## config.mk

```make
export PLATFORM = sky130hd
export DESIGN_NAME = eth_backoff_ctrl
export DESIGN_NICKNAME = d
export VERILOG_FILES = /design/src/rtl/eth_backoff_ctrl.sv
export SDC_FILE = /design/constraint.sdc
export NUM_CORES = 1
export LEC_CHECK = 0
export ABC_CLOCK_PERIOD_IN_PS = 3980
export CORE_MARGIN = 5
export CORE_UTILIZATION = 61
export DETAILED_ROUTE_END_ITERATION = 16
export PLACE_DENSITY = 0.84
export SYNTH_ARGS = -nofsm -noshare
export SYNTH_HDL_FRONTEND = slang
export SYNTH_SLANG_ARGS = --single-unit
```

## constraint.sdc

```tcl
create_clock -name clk -period 3.98 [get_ports clk]
set_clock_uncertainty 0.2 [all_clocks]
set_input_delay 0.796 -clock clk [delete_from_list [all_inputs] [get_ports clk]]
set_output_delay 0.796 -clock clk [all_outputs]
set_load 0.02 [all_outputs]
```

## src/rtl/eth_backoff_ctrl.sv

```systemverilog
// Truncated binary exponential backoff scheduler for a half-duplex Ethernet MAC (CSMA/CD).
// Optional statistics counters are compiled in with `define ETH_BACKOFF_STATS_EN.
module eth_backoff_ctrl #(
    parameter int unsigned SLOT_CYCLES   = 64,
    parameter int unsigned MAX_ATTEMPTS  = 16,
    parameter int unsigned BACKOFF_LIMIT = 10,
    parameter logic [15:0] LFSR_SEED     = 16'hACE1
) (
    input  logic        clk,
    input  logic        rst,
    input  logic        col_req,
    input  logic        tx_ok,
    input  logic        cancel,
    output logic        busy,
    output logic        retry,
    output logic        abort,
    output logic [4:0]  attempts,
    output logic [9:0]  slots_drawn
`ifdef ETH_BACKOFF_STATS_EN
   ,output logic [15:0] col_total,
    output logic [7:0]  abort_total
`endif
);

    localparam int unsigned       CYC_W    = (SLOT_CYCLES > 1) ? $clog2(SLOT_CYCLES) : 1;
    localparam logic [CYC_W-1:0]  CYC_LAST = CYC_W'(SLOT_CYCLES - 1);
    localparam logic [4:0]        MAX_A    = 5'(MAX_ATTEMPTS);
    localparam logic [4:0]        LIMIT_A  = 5'(BACKOFF_LIMIT);

    typedef enum logic [2:0] {
        S_IDLE,
        S_DRAW,
        S_WAIT,
        S_RETRY,
        S_ABORT
    } state_t;

    state_t           state;
    logic [15:0]      lfsr;
    logic [9:0]       slot_rem;
    logic [CYC_W-1:0] cyc;
    logic [3:0]       k;
    logic [9:0]       draw;
    logic [4:0]       att_next;

    // Exponent is capped, then the low LFSR bits are masked to the 2^k-1 window.
    assign k        = (attempts >= LIMIT_A) ? LIMIT_A[3:0] : attempts[3:0];
    assign draw     = lfsr[9:0] & ~(10'h3FF << k);
    assign att_next = attempts + 5'd1;

    always_ff @(posedge clk) begin
        lfsr <= {lfsr[14:0], lfsr[15] ^ lfsr[13] ^ lfsr[12] ^ lfsr[10]};
        // NOTE: pulse outputs default low every cycle, so they can never stretch past one cycle.
        retry <= 1'b0;
        abort <= 1'b0;
        if (rst) begin
            state       <= S_IDLE;
            busy        <= 1'b0;
            attempts    <= '0;
            slots_drawn <= '0;
            slot_rem    <= '0;
            cyc         <= '0;
            lfsr        <= LFSR_SEED;
`ifdef ETH_BACKOFF_STATS_EN
            col_total   <= '0;
            abort_total <= '0;
`endif
        end else if (cancel) begin
            state    <= S_IDLE;
            busy     <= 1'b0;
            attempts <= '0;
            slot_rem <= '0;
            cyc      <= '0;
        end else begin
            case (state)
                S_IDLE: begin
                    if (col_req) begin
                        attempts <= att_next;
                        busy     <= 1'b1;
`ifdef ETH_BACKOFF_STATS_EN
                        if (col_total != '1) col_total <= col_total + 16'd1;
`endif
                        if (att_next == MAX_A) begin
                            state <= S_ABORT;
                            abort <= 1'b1;
`ifdef ETH_BACKOFF_STATS_EN
                            if (abort_total != '1) abort_total <= abort_total + 8'd1;
`endif
                        end else begin
                            state <= S_DRAW;
                        end
                    end else if (tx_ok) begin
                        attempts <= '0;
                    end
                end
                S_DRAW: begin
                    slots_drawn <= draw;
                    slot_rem    <= draw;
                    cyc         <= '0;
                    state       <= S_WAIT;
                end
                S_WAIT: begin
                    if (slot_rem == '0) begin
                        state <= S_RETRY;
                        retry <= 1'b1;
                    end else if (cyc == CYC_LAST) begin
                        cyc      <= '0;
                        slot_rem <= slot_rem - 10'd1;
                    end else begin
                        cyc <= cyc + 1'b1;
                    end
                end
                S_RETRY: begin
                    // attempts is kept so a further collision widens the window.
                    state <= S_IDLE;
                    busy  <= 1'b0;
                end
                S_ABORT: begin
                    state    <= S_IDLE;
                    busy     <= 1'b0;
                    attempts <= '0;
                end
                default: begin
                    state <= S_IDLE;
                    busy  <= 1'b0;
                end
            endcase
        end
    end

endmodule

```

# --- After elaboration in Yosys (flattened, before gate mapping) ---
# Cells that the tools add are included.
word_totals:
  inputBits: 5
  ff_bits: 53
op_classes:
  reduce_logical: 14
  bitwise: 10
  add_sub_neg: 3
  magnitude_cmp: 1
  eq_ne: 10
  mux: 18
  n_shift: 1
ops:
  columns: ["cell", "n"]
  rows:
  - ["2-to-1 mux 10 bit", 2]
  - ["one-hot mux 10 bit (2 select lines)", 1]
  - ["2-to-1 mux 6 bit", 2]
  - ["one-hot mux 6 bit (2 select lines)", 1]
  - ["bitwise AND 10 bit", 1]
  - ["zero test 10 bit", 1]
  - ["2-to-1 mux 5 bit", 2]
  - ["NOT 10 bit", 1]
  - ["one-hot mux 5 bit (2 select lines)", 1]
  - ["AND reduction 2 bit", 5]
  - ["<< shifter 10 x 4 -> 10 bit (first input constant)", 1]
  - ["subtractor 10 x 1 -> 10 bit (second input constant)", 1]
  - ["2-to-1 mux 3 bit", 3]
  - ["one-hot mux 3 bit (3 select lines)", 1]
  - ["inequality test 2 bit (second input constant)", 4]
  - ["adder 6 x 1 -> 6 bit (second input constant)", 1]
  - ["== test 6 bit (second input constant)", 1]
  - ["adder 5 x 1 -> 5 bit (second input constant)", 1]
  - ["== test 5 bit (second input constant)", 1]
  - [">= comparator 5 x 4 -> 1 bit (second input constant)", 1]
  - ["NOT 1 bit", 5]
  - ["2-to-1 mux 4 bit", 1]
  - ["nonzero test 2 bit", 2]
  - ["OR reduction 2 bit", 2]
  - ["11 further kinds", 15]

# --- Depth between registers and ports, before layout ---
logic_depth:
  depth_word: 6
  depth_mapped: 7

# --- Worst setup path after synthesis ---
# Ideal clock, no wire load.
synth_path:
  kind: "input -> register"
  from: "input port col_req"
  to: "register attempts[2]"
  setup_ns: 0.071
  stages: 4
  arrival_ns: 1.921
  t_required_ns: 3.709
  path_slack_ns: 1.788
  path_cell_list: "or4b_1 > clkbuf_1 > or3b_1 > a21oi_1"
synth_between:
  elab_chain_len: 2
synth_lines:
  columns: ["item", "line", "source"]
  rows:
  - ["start: declaration", "11", "input logic col_req,"]
  - ["2-to-1 mux 5 bit or inequality test 3 bit (tied branches)", null, null]
  - ["one-hot mux 5 bit (2 select lines) or AND reduction 2 bit (tied branches)", null, null]
  - ["end signal: assignment", "78", "attempts <= att_next;"]
  - ["end: declaration", "17", "output logic [4:0] attempts,"]
# Several ways; a longest one is shown, not always the timed one.
# A chain may end at the register's enable or synchronous reset.

# --- Worst setup path in the final report ---
layout_path:
  from: "register attempts[2]"
  to: "output port attempts[2]"
# No word-level cell between the ends.

==> results_dict.tcl <==
set metrics [dict create \
    fill_cells 304 \
    portBuffers 22 \
    drtAntennaViolNets 0 \
    cp_cell_sequence "clkdlybuf4s50_1" \
    grt_max_degree 27 \
    cp_slowest_stage_delay_ns 0.69 \
    ir_drop_mv 0.3162 \
    drt_wl_total_um 5496 \
    ys_async_sr_fraction_pct 0 \
    place_congestion 0.8736 \
    post_cts_buffers 0 \
    vias 2181 \
    cts_root_buf "clkbuf_8" \
    arrival_ns 1.58 \
    hp-class "register to register" \
    antenna_found_initial 0 \
    hold_viol 0 \
    synth_top_area_share_pct 42.81 \
    crit_slowest_cell "clkdlybuf4s50_1" \
    start_kind "register" \
    holdBufCountCts 0 \
    r2r-end "slot_rem[3]" \
    drt_iter0_drc 238 \
    synth_ff_type "dfxtp_1" \
    cts_resized 0 \
    dieArea_mm2 0.005438 \
    synthTopCellsByArea "dfxtp_1 (43%), a21oi_1 (4.4%), nand2_1 (3.6%)" \
    status "finished, final reports clean" \
    detail_route.wl_per_cell_um 15.88 \
    synthesis.nets 292 \
    chipHeight_um 73.75 \
    ys_warn_count 0 \
    io_pins 23 \
    grt_pass1_wl_um 9114 \
    ys_ff_latch 53 \
    synthTopCellsByCount "dfxtp_1 (53), nand2_1 (24), a21oi_1 (22), nor2_1 (14), clkbuf_1 (13)" \
    place_area_mm2 0.002693 \
    clock_latency_ns 0.32 \
    drv_cap 0 \
    synthCells 282 \
    reg2reg_slack_ns 1.58 \
    power.total_mw 0.9407 \
    via_per_inst 6.303 \
    diodes 0 \
    ff2ff_path_depth 4 \
    cts_tree "yes" \
    synth_edf_count 0 \
    fin_crit_sh_pct 64.70 \
    crit_family "buffers and inverters" \
    end_kind "primary output" \
    postSynthAreaPerCell_um2 8.789 \
    die_x_um 73.75 \
    synthToLayoutAreaGrowth_pct 12.42 \
    htreeDepth 2 \
    critical_path.max_fanout 13 \
    critPathKind "register to primary output" \
    slew_headroom_pct 41.78 \
    drtPass1Iterations 5 \
    crit_end "attempts[2]" \
    grt_overflow 0 \
    rows 23 \
    p_leak_nw 0.9855 \
    cts-buffers-inserted 5 \
    max_freq_ghz 0.3884 \
    coreArea_mm2 0.003971 \
    ys_seq_area_share_pct 42.81 \
    tightestPinTransition_ns 0.8701 \
    synth_area_mm2 0.002479 \
    synth_most_common_cell "dfxtp_1" \
    fin_crit_ns 2.575 \
    grt_pass1_vias 1900 \
    path_depth 1 \
    hold_start "lfsr[14]" \
    dp_hpwl_um 3756 \
    cts.sinks 53 \
    slew_violations 0 \
    start_util_pct 62.41 \
    rsz0062_at_grt "no" \
    synth_area_leader_cell "dfxtp_1" \
    fin_area_mm2 0.002786 \
    layout-drive-gt1-share_pct 9.797 \
    critPathBufInv 1 \
    startpoint "attempts[2]" \
    setup_viol 0 \
    nNetsFinal 305 \
    synth.distinct_cells 58 \
    drcViolationCount 0 \
    grt_usage_pct 21.58 \
    setup-tns-final_ns 0 \
    clkTransAtPathRegs_ns 0.10 \
    cts_buffer_depth 2 \
    required_ns 2.98 \
    p_per_area_mw_per_mm2 337.6 \
    r2r_start "state[0]" \
]
-- power by group --
group / total [mW] / switching (mW) / internal [mW] / leakage (nW)
combinational: 0.0676 / 0.0396 / 0.0280 / 0.509
sequential: 0.554 / 0.00995 / 0.544 / 0.432
clock: 0.319 / 0.192 / 0.127 / 0.0447
total: 0.941 / 0.241 / 0.700 / 0.986
-- registers in the layout, summed over array words and instances, names as in the netlist --
signal / flops
state: 3
retry: 1
cyc: 6
attempts: 5
slots_drawn: 10
lfsr: 16
slot_rem: 10
abort: 1
busy: 1
-- layout by cell type, fill, tap and decap left out, types with 2 or more instances in the layout --
cell / n
ha_1: 5
nor3_1: 7
o211ai_1: 5
nor2_1: 14
or4_1: 3
nor4b_1: 2
o311ai_0: 4
clkdlybuf4s50_1: 22
dfxtp_1: 53
nand4_1: 9
buf_4: 2
o31ai_1: 5
and3_1: 3
nand2_1: 24
a211oi_1: 3
o21ai_0: 10
or2_2: 10
o32ai_1: 2
clkbuf_8: 5
nand2b_1: 4
nor4_1: 3
mux2i_1: 2
or3b_1: 2
or3_1: 5
nor2b_1: 11
nor3b_1: 3
a21oi_1: 22
a21o_1: 2
xor2_1: 2
inv_1: 5
a31oi_1: 8
nand3_1: 12
-- how the worst min path moves through the flow --
| stage | to | slack, ns | cells past startpoint |
|---|---|---|---|
| 2_1_floorplan | lfsr[15] | 0.19 | 1 |
| 3_3_place_gp | lfsr[15] | 0.20 | 1 |
| 3_5_place_dp | lfsr[15] | 0.21 | 1 |
| 4_1_cts | lfsr[15] | 0.24 | 1 |
| 5_1_grt | lfsr[15] | 0.26 | 1 |
| 6_report | lfsr[15] | 0.23 | 1 |
-- cell type report --
cell class | count | area (µm²) | area share, %
Clock buffer | 5 | 68.82 | 2.470
Clock inverter | 3 | 25.02 | 0.8981
Inverter | 5 | 18.77 | 0.6736
Multi-Input combinational cell | 206 | 1315 | 47.19
Sequential cell | 53 | 1061 | 38.08
Tap cell | 50 | 62.56 | 2.245
Timing Repair Buffer | 24 | 235.2 | 8.442
-- metal layers --
layer,vias up,part of all wire (%),GRT usage (%),wire length [µm]
met4,0,1.2,7.042,64
met1,1033,48,30.91,2661
met2,70,45,31.99,2496
met5,-,0,0,0
met3,7,5.0,4.788,273
li1,1071,-,-,-
-- cells by family after synthesis --
kind of cell	count (synthesis)	synth area share, %
AO/OA/AOI/OAI	74	20.34
XOR/XNOR	3	1.060
adder cells (fa/ha/maj)	5	2.524
buffers and inverters	23	4.139
flip-flops	53	42.81
multiplexers	3	1.413
AND/OR/NAND/NOR	121	27.71
-- metrics by stage --
stage	setup WS (ns)	instances	hold slack [ns]	util [%]
floorplan	1.788	282	0.1895	-
global placement	1.251	338	0.2001	67.80
detailed placement	1.197	338	0.2079	67.80
CTS	1.397	346	0.2355	70.16
global route	1.298	346	0.2604	70.16
finish	1.405	346	0.2323	70.16
No activity file was read; power rests on OpenSTA's default activity.
